===== src/rtl/uart_tx_param_if.sv =====
// uart_tx_param_if: write-side handshake, FIFO status and serial line of the UART transmitter.
interface uart_tx_param_if #(parameter int DATA_BITS = 8);
  logic                 Enable;
  logic [DATA_BITS-1:0] w_data;
  logic                 Full;
  logic                 Empty;
  logic                 Overrun;
  logic                 Busy;
  logic                 UART_TX_I;
  modport master (output Enable, w_data, input Full, Empty, Overrun, Busy, UART_TX_I);
  modport slave  (input Enable, w_data, output Full, Empty, Overrun, Busy, UART_TX_I);
endinterface


===== src/rtl/uart_tx_param.sv =====
// uart_tx_param: FIFO-buffered UART transmitter with configurable width, parity, stop bits and baud divisor.
module uart_tx_param #(
  parameter int DATA_BITS    = 8,
  parameter int CLKS_PER_BIT = 434,
  parameter int PARITY       = 0,
  parameter int STOP_BITS    = 1,
  parameter int FIFO_DEPTH   = 8
) (
  input logic clk,
  input logic Resetn,
  uart_tx_param_if.slave bus
);
  localparam int AW = $clog2(FIFO_DEPTH);
  localparam int CW = AW + 1;
  localparam int BW = $clog2(CLKS_PER_BIT);
  localparam int NW = $clog2(DATA_BITS + 1);
  localparam logic [2:0] S_IDLE   = 3'd0;
  localparam logic [2:0] S_START  = 3'd1;
  localparam logic [2:0] S_DATA   = 3'd2;
  localparam logic [2:0] S_PARITY = 3'd3;
  localparam logic [2:0] S_STOP   = 3'd4;
  localparam logic [BW-1:0] BAUD_LAST = BW'(CLKS_PER_BIT - 1);
  localparam logic [NW-1:0] DATA_LAST = NW'(DATA_BITS - 1);
  localparam logic [NW-1:0] STOP_LAST = NW'(STOP_BITS - 1);

  logic [DATA_BITS-1:0] mem [FIFO_DEPTH];
  logic [AW-1:0]        rd_ptr, wr_ptr;
  logic [CW-1:0]        count;
  logic [2:0]           state;
  logic [BW-1:0]        baud;
  logic [NW-1:0]        bit_cnt;
  logic [DATA_BITS-1:0] shift, head;
  logic                 par, tx, overrun;
  logic                 full, empty, bit_end, last_stop, push, pop;

  assign full      = count == CW'(FIFO_DEPTH);
  assign empty     = count == '0;
  assign head      = mem[rd_ptr];
  assign bit_end   = baud == BAUD_LAST;
  assign last_stop = state == S_STOP && bit_end && bit_cnt == STOP_LAST;
  assign push      = bus.Enable && !full;
  assign pop       = !empty && (state == S_IDLE || last_stop);

  always_ff @(posedge clk)
    if (push) mem[wr_ptr] <= bus.w_data;

  always_ff @(posedge clk or negedge Resetn)
    if (!Resetn) begin
      rd_ptr  <= '0;
      wr_ptr  <= '0;
      count   <= '0;
      overrun <= 1'b0;
    end else begin
      overrun <= bus.Enable && full;
      if (push) wr_ptr <= wr_ptr + 1'b1;
      if (pop) rd_ptr <= rd_ptr + 1'b1;
      count <= count + CW'(push) - CW'(pop);
    end

  // tx is registered with the value belonging to the state being entered
  always_ff @(posedge clk or negedge Resetn)
    if (!Resetn) begin
      state   <= S_IDLE;
      baud    <= '0;
      bit_cnt <= '0;
      shift   <= '0;
      par     <= 1'b0;
      tx      <= 1'b1;
    end else begin
      baud <= (state == S_IDLE || bit_end) ? '0 : baud + 1'b1;
      if (pop) begin
        shift   <= head;
        par     <= ^head ^ (PARITY == 1);
        bit_cnt <= '0;
        state   <= S_START;
        tx      <= 1'b0;
      end else begin
        case (state)
          S_START: if (bit_end) begin
            state <= S_DATA;
            tx    <= shift[0];
          end
          S_DATA: if (bit_end) begin
            if (bit_cnt == DATA_LAST) begin
              bit_cnt <= '0;
              state   <= PARITY != 0 ? S_PARITY : S_STOP;
              tx      <= PARITY != 0 ? par : 1'b1;
            end else begin
              bit_cnt <= bit_cnt + 1'b1;
              shift   <= shift >> 1;
              tx      <= shift[1];
            end
          end
          S_PARITY: if (bit_end) begin
            state <= S_STOP;
            tx    <= 1'b1;
          end
          S_STOP: if (bit_end) begin
            if (bit_cnt == STOP_LAST) state <= S_IDLE;
            else bit_cnt <= bit_cnt + 1'b1;
          end
          default: begin
            state <= S_IDLE;
            tx    <= 1'b1;
          end
        endcase
      end
    end

  assign bus.Full      = full;
  assign bus.Empty     = empty;
  assign bus.Overrun   = overrun;
  assign bus.Busy      = state != S_IDLE;
  assign bus.UART_TX_I = tx;
endmodule


===== src/flat_wrapper.sv =====
// flat-port wrapper written by rule: the top's interface ports become plain ports
module uart_tx_param_flat 
#(
  parameter int DATA_BITS    = 8,
  parameter int CLKS_PER_BIT = 434,
  parameter int PARITY       = 0,
  parameter int STOP_BITS    = 1,
  parameter int FIFO_DEPTH   = 8
)
  (clk, Resetn, bus_Enable, bus_w_data, bus_Full, bus_Empty, bus_Overrun, bus_Busy, bus_UART_TX_I);
  uart_tx_param_if #(.DATA_BITS(DATA_BITS)) bus_i ();
  input logic clk;
  input logic Resetn;
  input wire logic [$bits(bus_i.Enable)-1:0] bus_Enable;
  input wire logic [$bits(bus_i.w_data)-1:0] bus_w_data;
  output wire logic [$bits(bus_i.Full)-1:0] bus_Full;
  output wire logic [$bits(bus_i.Empty)-1:0] bus_Empty;
  output wire logic [$bits(bus_i.Overrun)-1:0] bus_Overrun;
  output wire logic [$bits(bus_i.Busy)-1:0] bus_Busy;
  output wire logic [$bits(bus_i.UART_TX_I)-1:0] bus_UART_TX_I;
  assign bus_i.Enable = bus_Enable;
  assign bus_i.w_data = bus_w_data;
  assign bus_Full = bus_i.Full;
  assign bus_Empty = bus_i.Empty;
  assign bus_Overrun = bus_i.Overrun;
  assign bus_Busy = bus_i.Busy;
  assign bus_UART_TX_I = bus_i.UART_TX_I;
  uart_tx_param #(.DATA_BITS(DATA_BITS), .CLKS_PER_BIT(CLKS_PER_BIT), .PARITY(PARITY), .STOP_BITS(STOP_BITS), .FIFO_DEPTH(FIFO_DEPTH)) u_core (.clk(clk), .Resetn(Resetn), .bus(bus_i));
endmodule

===== config.mk =====
export PLATFORM = sky130hd
export DESIGN_NAME = uart_tx_param_flat
export DESIGN_NICKNAME = d
export VERILOG_FILES = /design/src/rtl/uart_tx_param_if.sv /design/src/rtl/uart_tx_param.sv /design/src/flat_wrapper.sv
export SDC_FILE = /design/constraint.sdc
export NUM_CORES = 1
export LEC_CHECK = 0
export BUFFER_PORTS_ARGS = -buffer_cell sky130_fd_sc_hd__buf_2
export CORE_MARGIN = 10
export CORE_UTILIZATION = 40
export CTS_BUF_LIST = sky130_fd_sc_hd__clkbuf_4 sky130_fd_sc_hd__clkbuf_8
export DETAILED_ROUTE_END_ITERATION = 7
export SLEW_MARGIN = 20
export SYNTH_ARGS = -nofsm -noshare
export SYNTH_HDL_FRONTEND = slang
export SYNTH_SLANG_ARGS = --single-unit

===== constraint.sdc =====
create_clock -name clk -period 3.3 [get_ports clk]
set_clock_uncertainty 0.1 [all_clocks]
set_input_delay 0.33 -clock clk [delete_from_list [all_inputs] [get_ports clk]]
set_output_delay 0.33 -clock clk [all_outputs]
set_load 0.1 [all_outputs]

==> flow_summary_export.csv, run 1 <==
group,metric,value,unit
global_route,overflow,0,
logic_synthesis,synthCells,286,
worst_setup_path,required,3.45,ns
logic_synthesis,ys_types,53,
pwr,peakVddDrop,0.305,mV
route,wire_per_inst,16.9,microns
sta,period_share,80.9,%
clock_network,cts_root_buf,"clkbuf_8",
route,detailedRoute.firstIterationViolations,188,
floorplanning,io_pins,16,
sta,period_minus_slack,2.67,ns
clock_network,clkSinkCount,100,
worst_hold_path,hold_depth,2,
logic_synthesis,ys_async_sr_fraction,36.0,%
sta,slew_violations,0,
clock_network,clk_latency,0.36,ns
worst_setup_path,crit_type,"flop to flop",
sta,slew_headroom,44.4,%
logic_synthesis,syn-num-nets,310,
layout,n_antenna_cell,0,
worst_setup_path,crit_arrival,2.83,ns
placed_design,place_congestion,0.796,
pwr,p_leak,1.85,nW
logic_synthesis,synth-edff-count,64,
worst_setup_path,endpoint_kind,"flop",
placed_design,place_area,4680,sq um
global_route,grt_max_degree,37,
sta,worst_slew_pin_slew,0.834,ns
floorplanning,die_area,15600,sq um
route,wirelength,7720,microns
layout,syn_to_final_growth,10.3,%
route,vias_per_cell,5.10,
sta,max_freq,374,MHz
logic_synthesis,ys_ff_latch,100,
logic_synthesis,yosysSeqAreaShare,63.9,%
clock_network,numCtsBuffers,9,
floorplanning,initial_core_util,40.8,%
logic_synthesis,yosys_warnings,0,
logic_synthesis,synth_area,4420,sq um
worst_setup_path,start_kind,"flop",
run_status,outcome,"finished, final reports clean",
layout,fin_nets,337,
sta,rsz0062_at_grt,"false",
route,drc_errors,0,
floorplanning,chipHeight,125,microns
global_route,grt_pass1_wl,13200,microns
clock_network,cts_tree,"built",
global_route,grtUsageTotal,10.5,%
floorplanning,die_w,125,microns
floorplanning,core,10800,sq um
route,vias,2336,
sta,setup_viol,0,
job,maxCapViolations,0,
worst_setup_path,r2r.worst_path.cells,11,
logic_synthesis,synthFlopType,"edfxtp_1",
sta,setup_tns,0,ns
worst_setup_path,worstPathMaxFanout,6,
pwr,power.density,575,nW/um^2
worst_hold_path,hold_path.class,"input port to flop",
placed_design,portBuffers,15,
route,ant_nets,0,
clock_network,clk_pin_slew_worst_paths,0.10,ns
layout,layout-drive-gt1-share,22.3,%
global_route,grt_pass1_vias,2479,
floorplanning,rows,38,
route,firstDrtPassIters,4,
sta,final-hold-violation-count,0,
logic_synthesis,syn_avg_cell_area,15.4,sq um
clock_network,max-clock-path-buffers,2,
global_route,antenna_found_initial,0,
placed_design,hpwl,5200,microns
clock_network,ctsHtreeMaxLevel,3,
layout,post-route-cell-area,4870,sq um
==> worst paths after layout <==
kind	from	endpoint	slack, ns
min in group asynchronous	Resetn	u_core.baud[5]	0.50
max in group asynchronous	Resetn	u_core.shift[6]	2.08
max reg2reg	u_core.baud[0]	u_core.count[2]	0.63
max	u_core.baud[0]	u_core.count[2]	0.63
min reg2reg	u_core.wr_ptr[0]	u_core.wr_ptr[0]	0.42
min	bus_Enable	u_core.bus.Overrun	0.11
==> cells in the final DEF (no fill, tap or decap), types with 3 or more instances in the layout <==
cell type and instances:
clkbuf_8 9, o31ai_1 3, ha_1 12, nor3_1 4, and2_1 3, a21oi_1 8, dfrtp_1 35, inv_1 14
edfxtp_1 64, xor2_1 4, buf_4 10, xnor2_1 10, mux4_2 16, mux2i_1 21, nand3_1 7, inv_6 3
o21ai_0 4, buf_2 15, nand2b_1 4, nor2_1 21, nand2_1 9
==> kinds of logic after synthesis <==
group                      count (synthesis)  synth area share [%]
DFF                                      100                  63.9
and+or+nand+nor                           68                  8.95
muxes                                     39                  13.4
AOI/OAI and AO/OA                         27                  4.42
buffers and inverters                     25                  2.66
xor gates and xnor gates                  14                  2.78
adders and majority gates                 13                  3.85
==> per-stage QoR <==
| stage | power (mW) | worst slack, ns | hold WS (ns) | instances | util (%) |
|---|---|---|---|---|---|
| after floorplan | 1.95 | 0.546 | -0.0656 | 286 | - |
| after global placement | 2.09 | 0.688 | 0.390 | 441 | 43.2 |
| after detailed placement | 2.12 | 0.640 | 0.391 | 441 | 43.2 |
| after CTS | 2.85 | 0.621 | 0.0843 | 458 | 44.9 |
| after global routing | 2.98 | 0.475 | 0.0798 | 458 | 44.9 |
| final | 2.80 | 0.630 | 0.108 | 458 | 44.9 |
==> cells in the mapped netlist, types with 5 or more instances <==
cell / count / area share [%]
a21oi_1: 8 / 0.91
edfxtp_1: 64 / 44
xnor2_1: 10 / 2.0
buf_2: 5 / 0.57
inv_1: 14 / 1.2
mux2i_1: 21 / 4.8
dfrtp_1: 35 / 20
mux4_2: 16 / 8.2
nand2_1: 9 / 0.76
nor2_1: 21 / 1.8
nand3_1: 7 / 0.79
ha_1: 12 / 3.4
==> timing repair <==
item / in CTS / in global routing
endpoints found under the setup margin: 0 / 0
resized for setup: 0 / 0
hold buffers: 1 / 0
setup buffers: 0 / 0
endpoints found under the hold margin: 35 / 0
==> critical path, cell delays in order (launching register included) <==
cell	delay, ns
dfrtp_1	0.43
ha_1	0.21
and4_1	0.28
a41o_2	0.36
nand2_4	0.11
clkinv_2	0.06
ha_1	0.26
inv_1	0.05
ha_1	0.15
inv_1	0.06
fa_1	0.37
xnor2_1	0.13
==> power breakdown <==
part / switching (mW) / internal, mW / total, mW / leakage, nW
Sequential: 0.0693 / 1.52 / 1.58 / 1.03
Clock: 0.440 / 0.285 / 0.725 / 0.0939
Combinational: 0.301 / 0.189 / 0.490 / 0.727
==> layer usage <==
layer  vias to the layer above  part of all wire [%]  global-route usage (%)
met4                         0                  0.89                    3.12
met3                         5                   3.0                    3.55
met2                        31                    51                    17.1
met5                         -                     0                       0
li1                       1120                     -                       -
met1                      1180                    45                    13.0
==> registers in the layout (all words and copies together), names as in the netlist <==
register / flops
u_core.bus.UART_TX_I: 1
u_core.rd_ptr: 3
u_core.wr_ptr: 3
u_core.mem: 64
u_core.shift: 8
u_core.bus.Overrun: 1
u_core.bit_cnt: 4
u_core.state: 3
u_core.count: 4
u_core.baud: 9
==> layout make-up <==
type | count | area [sq um]
clock buffers | 9 | 124
clock inverters | 7 | 55.1
fillers | 930 | 5970
inverters | 15 | 57.6
multi-input cells | 161 | 1480
flip-flops and latches | 100 | 2820
well taps | 140 | 175
repair buffers | 26 | 160
Note: power is estimated with default switching activity, not from simulation.
==> run 2: changes to the inputs <==
--- a/config.mk
+++ b/config.mk
@@ -5,6 +5,7 @@
 export SDC_FILE = /design/constraint.sdc
 export NUM_CORES = 1
 export LEC_CHECK = 0
+export ABC_AREA = 1
 export BUFFER_PORTS_ARGS = -buffer_cell sky130_fd_sc_hd__buf_2
 export CORE_MARGIN = 10
 export CORE_UTILIZATION = 40
==> constraint.sdc (replaced) <==
create_clock -name clk -period 2.4 [get_ports clk]
set_clock_uncertainty 0.1 [all_clocks]
set_input_delay 0.24 -clock clk [delete_from_list [all_inputs] [get_ports clk]]
set_output_delay 0.24 -clock clk [all_outputs]
set_load 0.1 [all_outputs]
==> flow_summary_export.csv, run 2 <==
group,metric,value,unit
run_status,outcome,"finished, final reports clean",
floorplanning,core,11600,sq um
logic_synthesis,yosysSeqAreaShare,59.1,%
logic_synthesis,synthSimpleGateAreaFrac,24.2,%
logic_synthesis,synthFlopType,"edfxtp_1",
sta,holdWs,0.0358,ns
logic_synthesis,synthXorXnorAreaFrac,1.10,%
layout,max_flop_register,"u_core.mem",
global_route,grt_pass1_vias,3304,
route,wire_per_inst,12.6,microns
logic_synthesis,synth_mux_area_share,0,%
floorplanning,chipHeight,129,microns
worst_hold_path,hold_path.class,"input port to flop",
sta,fin_ws,0.143,ns
logic_synthesis,ys_async_sr_fraction,36.0,%
logic_synthesis,synth_area,4770,sq um
sta,slew_violations,0,
logic_synthesis,synthTopCellsByArea,"edfxtp_1 (40%), dfrtp_1 (18%), nand2_1 (13%)",
floorplanning,rows,39,
logic_synthesis,netlist.area_leader.share,40.3,%
clock_network,clkSinkCount,100,
layout,final_common_cell,"nand2_1",
route,vias,3330,
logic_synthesis,ys_types,32,
placed_design,dp_slack,0.0866,ns
clock_network,clk_pin_slew_worst_paths,0.10,ns
sta,rsz0062_at_grt,"false",
global_route,antenna_found_initial,0,
worst_setup_path,required,2.57,ns
worst_setup_path,worstSetupStartpoint,"u_core.bit_cnt[1]",
worst_hold_path,hold_start,"bus_w_data[6]",
floorplanning,die_w,129,microns
layout,syn_to_final_growth,12.1,%
logic_synthesis,ys_ff_latch,100,
logic_synthesis,synthCells,531,
worst_setup_path,worstPathMaxFanout,3,
clock_network,ctsHtreeMaxLevel,3,
sta,final-hold-violation-count,0,
clock_network,numCtsBuffers,9,
route,drc_errors,0,
layout,layout-drive-gt1-share,12.1,%
pwr,power.density,730,nW/um^2
worst_setup_path,endpoint_kind,"flop",
logic_synthesis,synth.most_common_cell,"nand2_1",
logic_synthesis,synth-adder-area-share,3.56,%
logic_synthesis,syn_avg_cell_area,8.99,sq um
logic_synthesis,yosys_warnings,0,
placed_design,place_congestion,0.752,
clock_network,max-clock-path-buffers,2,
placed_design,hpwl,5880,microns
pwr,p_leak,2.60,nW
worst_setup_path,crit_family,"adder cells",
floorplanning,die_area,16700,sq um
worst_setup_path,rr_endpoint,"u_core.count[1]",
placed_design,portBuffers,15,
worst_setup_path,crit_type,"flop to flop",
layout,n_fill_cell,1101,
global_route,grtUsageTotal,11.6,%
sta,setup_viol,0,
global_route,grt_max_degree,37,
worst_setup_path,crit_arrival,2.42,ns
worst_hold_path,whs_endpoint,"u_core.mem[3][6]",
layout,fin_nets,588,
logic_synthesis,yosys-top-cells-count,"nand2_1 (162), inv_1 (99), edfxtp_1 (64)",
route,vias_per_cell,4.68,
sta,slew_headroom,46.0,%
floorplanning,initial_core_util,41.3,%
route,wirelength,9000,microns
route,firstDrtPassIters,4,
logic_synthesis,synth_top_family_by_area,"simple AND/OR/NAND/NOR gates",
sta,period_share,94.1,%
worst_setup_path,r2r.worst_path.cells,12,
clock_network,cts_root_buf,"clkbuf_8",
layout,reg_top3,"u_core.mem x64, u_core.baud x9, u_core.shift x8",
logic_synthesis,synth-edff-count,64,
global_route,overflow,0,
logic_synthesis,syn-num-nets,555,
job,maxCapViolations,0,
worst_setup_path,crit_path_top_delay_cell,"fa_2",
layout,largest_reg_flops,64,
sta,worst_slew_pin_slew,0.810,ns
sta,max_freq,443,MHz
worst_hold_path,hold_depth,1,
clock_network,clk_latency,0.37,ns
global_route,grt_pass1_wl,15400,microns
worst_setup_path,critPathBufInv,4,
worst_setup_path,max_stage_delay,0.51,ns
worst_setup_path,cp_cell_sequence,"inv_1, ha_1, nand2_1, a21oi_2, nand2_1, nor2_4, ha_4, inv_2, ha_4, inv_2, fa_2, inv_1",
floorplanning,io_pins,16,
route,ant_nets,0,
worst_setup_path,worst_r2r_startpoint,"u_core.bit_cnt[1]",
logic_synthesis,yosysTopAreaCell,"edfxtp_1",
clock_network,cts_tree,"built",
sta,period_minus_slack,2.26,ns
pwr,peakVddDrop,0.412,mV
layout,n_antenna_cell,0,
worst_setup_path,start_kind,"flop",
route,detailedRoute.firstIterationViolations,201,
worst_setup_path,rrSetupSlack,0.14,ns
layout,layout_common_cells,"nand2_1 (161), inv_1 (96), edfxtp_1 (64), nand3_1 (48), nor2_1 (46)",
logic_synthesis,synth_compound_area_share,2.33,%
[run 2: changes by cell type in the layout (fill, tap and decap cells not counted), moves of 9 or more]
cell	change
nand2_1	+152
inv_1	+82
nand3_1	+41
nor2_1	+25
mux2i_1	-21
mux4_2	-16
buf_4	+9
[run 2: what timing repair did]
action	4_1_cts	5_1_grt
endpoints found under the hold margin	36	0
gates resized for setup	0	1
endpoints found under the setup margin	0	1
buffers inserted	0	4
hold buffers	2	0
[run 2: per-layer routing]
layer	wire, microns	global-route usage [%]	share of wire, %
met1	4090	13.3	45
met4	124	4.15	1.4
met3	369	2.98	4.1
met2	4420	20.4	49
met5	0	0	0
[run 2: kinds of logic (layout without fill, tap and decap cells)]
logic type | after synthesis | after routing
buffers and inverters | 116 | 154
AOI/OAI and AO/OA | 21 | 21
adders and majority gates | 13 | 13
DFF | 100 | 100
and+or+nand+nor | 275 | 275
xor gates and xnor gates | 6 | 6
[run 2: stage by stage]
stage / instances / instance area, sq um / utilization, % / setup TNS, ns / power (mW)
2_1_floorplan: 531 / 4840 / - / -0.352 / 2.72
3_3_place_gp: 690 / 5120 / 44.3 / 0 / 2.93
3_5_place_dp: 690 / 5120 / 44.3 / 0 / 2.97
4_1_cts: 708 / 5320 / 46.0 / 0 / 3.96
5_1_grt: 712 / 5350 / 46.3 / 0 / 4.11
6_report: 712 / 5350 / 46.3 / 0 / 3.91
[run 2: where the power goes]
part	leakage, nW	internal [mW]	total [mW]	switching [mW]
Combinational	1.49	0.260	0.774	0.514
Sequential	1.03	2.07	2.14	0.0731
Clock	0.0848	0.396	0.990	0.593
Total	2.60	2.73	3.91	1.18
[run 2: how the worst max path moves through the flow]
| stage | endpoint | slack, ns | cells after the start |
|---|---|---|---|
| floorplan | u_core.count[1] | -0.22 | 12 |
| global placement | u_core.count[1] | 0.15 | 14 |
| detailed placement | u_core.count[1] | 0.09 | 14 |
| CTS | u_core.count[1] | 0.08 | 14 |
| global route | u_core.count[1] | 0.02 | 14 |
| finish | u_core.count[1] | 0.14 | 12 |
[run 2: layout make-up]
| type | instances | area, sq um | area share, % |
|---|---|---|---|
| inverters | 102 | 387 | 7.23 |
| well taps | 143 | 179 | 3.34 |
| clock buffers | 10 | 131 | 2.46 |
| repair buffers | 36 | 238 | 4.44 |
| flip-flops and latches | 100 | 2820 | 52.8 |
| clock inverters | 6 | 45.0 | 0.842 |
| multi-input cells | 315 | 1550 | 28.9 |
==> run 3: changes to the inputs <==
--- a/config.mk
+++ b/config.mk
@@ -8,9 +8,10 @@
 export ABC_AREA = 1
 export BUFFER_PORTS_ARGS = -buffer_cell sky130_fd_sc_hd__buf_2
 export CORE_MARGIN = 10
-export CORE_UTILIZATION = 40
+export CORE_UTILIZATION = 55
 export CTS_BUF_LIST = sky130_fd_sc_hd__clkbuf_4 sky130_fd_sc_hd__clkbuf_8
 export DETAILED_ROUTE_END_ITERATION = 7
+export PLACE_DENSITY = 0.75
 export SLEW_MARGIN = 20
 export SYNTH_ARGS = -nofsm -noshare
 export SYNTH_HDL_FRONTEND = slang
==> flow_summary_export.csv, run 3 (synthesized netlist as in run 2, its figures left out) <==
group,metric,value,unit
run_status,outcome,"finished, final reports clean",
floorplanning,initial_core_util,57.2,%
layout,post-route-util,63.6,%
global_route,antenna_found_initial,0,
worst_hold_path,hold_depth,1,
clock_network,clk_pin_slew_worst_paths,0.10,ns
route,vias_per_cell,4.96,
worst_hold_path,hold_start,"bus_w_data[3]",
clock_network,numCtsBuffers,9,
clock_network,clkSinkCount,100,
sta,slew_headroom,44.6,%
sta,period_share,96.4,%
route,vias,3335,
worst_setup_path,rr_endpoint,"u_core.count[1]",
layout,fin_nets,588,
route,drc_errors,0,
job,maxCapViolations,0,
worst_setup_path,rrSetupSlack,0.09,ns
route,detailedRoute.firstIterationViolations,148,
sta,fin_ws,0.0866,ns
floorplanning,io_pins,16,
pwr,power.density,737,nW/um^2
pwr,power,3.91,mW
floorplanning,rows,33,
route,wirelength,8960,microns
worst_setup_path,crit_path_top_delay_cell,"fa_2",
worst_hold_path,whs_endpoint,"u_core.mem[1][3]",
layout,max_flop_register,"u_core.mem",
worst_setup_path,worst_r2r_startpoint,"u_core.bit_cnt[0]",
worst_setup_path,crit_type,"flop to flop",
clock_network,ctsHtreeMaxLevel,3,
worst_hold_path,hold_path.class,"input port to flop",
sta,worst_slew_pin_slew,0.831,ns
floorplanning,core,8340,sq um
worst_setup_path,r2r.worst_path.cells,12,
placed_design,place_congestion,0.856,
worst_setup_path,worstPathMaxFanout,4,
worst_setup_path,endpoint_kind,"flop",
worst_setup_path,crit_arrival,2.49,ns
placed_design,portBuffers,15,
route,ant_nets,0,
worst_setup_path,start_kind,"flop",
layout,n_antenna_cell,0,
sta,holdWs,0.0243,ns
layout,layout_common_cells,"nand2_1 (160), inv_1 (96), edfxtp_1 (64), nand3_1 (48), nor2_1 (45)",
layout,syn_to_final_growth,11.1,%
pwr,power_frac_clock,25.0,%
route,wire_per_inst,13.3,microns
pwr,p_leak,2.60,nW
layout,final_common_cell,"nand2_1",
clock_network,clk_latency,0.37,ns
clock_network,cts_tree,"built",
sta,slew_violations,0,
sta,max_freq,432,MHz
global_route,grt_max_degree,37,
clock_network,cts_root_buf,"clkbuf_8",
floorplanning,chipHeight,113,microns
pwr,internal_power,2.71,mW
global_route,overflow,0,
worst_setup_path,worstSetupStartpoint,"u_core.bit_cnt[0]",
layout,reg_top3,"u_core.mem x64, u_core.baud x9, u_core.shift x8",
pwr,comb_power_share,20.1,%
global_route,grtUsageTotal,14.6,%
sta,period_minus_slack,2.31,ns
placed_design,hpwl,5930,microns
floorplanning,die_area,12800,sq um
sta,final-hold-violation-count,0,
layout,stdcell_count,673,
worst_setup_path,max_stage_delay,0.50,ns
global_route,grt_pass1_wl,15200,microns
floorplanning,die_w,113,microns
sta,setup_viol,0,
layout,largest_reg_flops,64,
worst_setup_path,cp_cell_sequence,"inv_1, ha_1, nand2_2, a21oi_2, nand2_1, nor2_4, ha_4, inv_2, ha_4, inv_2, fa_2, inv_1",
pwr,peakVddDrop,0.608,mV
pwr,p_switching,1.20,mW
pwr,switching_share,30.6,%
clock_network,max-clock-path-buffers,2,
placed_design,dp_slack,0.0667,ns
route,firstDrtPassIters,5,
worst_setup_path,required,2.58,ns
layout,layout-drive-gt1-share,12.5,%
pwr,p_seq_share,54.8,%
global_route,grt_pass1_vias,3271,
placed_design,numPlacedInstances,651,
==> run 3: cell types whose count changed in the layout (fill, tap and decap cells not counted) <==
cell and delta:
nand2_1 -1, clkinvlp_4 -2, clkinv_2 +1, clkinv_4 +3, inv_6 -1, clkinv_1 -1, clkbuf_4 -1, nor2_1 -1
nand2_2 +1, nor2_2 +1
==> run 3: repair_timing <==
action / in CTS / in global routing
setup buffers: 0 / 5
hold buffers: 2 / 0
resized for setup: 0 / 3
hold endpoints to repair: 36 / 0
endpoints found under the setup margin: 0 / 2
==> run 3: area by class of cell <==
cell class	instances	area [sq um]
inverters	102	387
flip-flops and latches	100	2820
repair buffers	36	238
multi-input cells	315	1550
clock inverters	6	48.8
clock buffers	9	124
fillers	684	3040
well taps	105	131
==> run 3: stage by stage <==
step / instance area, sq um / TNS [ns]
4_1_cts: 5260 / 0
3_3_place_gp: 5070 / 0
3_5_place_dp: 5070 / 0
5_1_grt: 5300 / -0.0178
2_1_floorplan: 4840 / -0.352
6_report: 5300 / 0
==> run 3: how the worst max path moves through the flow <==
| stage | end | slack [ns] | cells after the start |
|---|---|---|---|
| 2_1_floorplan | u_core.count[1] | -0.22 | 12 |
| 3_3_place_gp | u_core.count[1] | 0.15 | 12 |
| 3_5_place_dp | u_core.count[1] | 0.07 | 14 |
| 4_1_cts | u_core.count[1] | 0.06 | 14 |
| 5_1_grt | u_core.count[1] | -0.02 | 12 |
| 6_report | u_core.count[1] | 0.09 | 12 |
==> run 3: power by group through the flow <==
stage               logic (mW)  registers, mW  clock network, mW
global route             0.899           2.16               1.06
global placement         0.752           2.17                  0
finish                   0.787           2.14              0.979
CTS                      0.795           2.14              0.993
detailed placement       0.791           2.18                  0
floorplan                0.544           2.18                  0
==> run 3: worst max-delay path, delay by kind of cell, from the launching register on <==
kind            cells  cell delay (ns)
flops               1             0.42
buf+inv             4             0.19
fa+ha+maj           4             1.00
simple gates        3             0.34
compound gates      1             0.18
==> run 3: metal layers <==
layer | vias up | part of all wire (%) | track usage [%]
met1 | 1538 | 46 | 18.5
met4 | 0 | 2.0 | 6.60
met5 | - | 0 | 0
met2 | 70 | 47 | 23.7
li1 | 1713 | - | -
met3 | 14 | 4.4 | 2.54
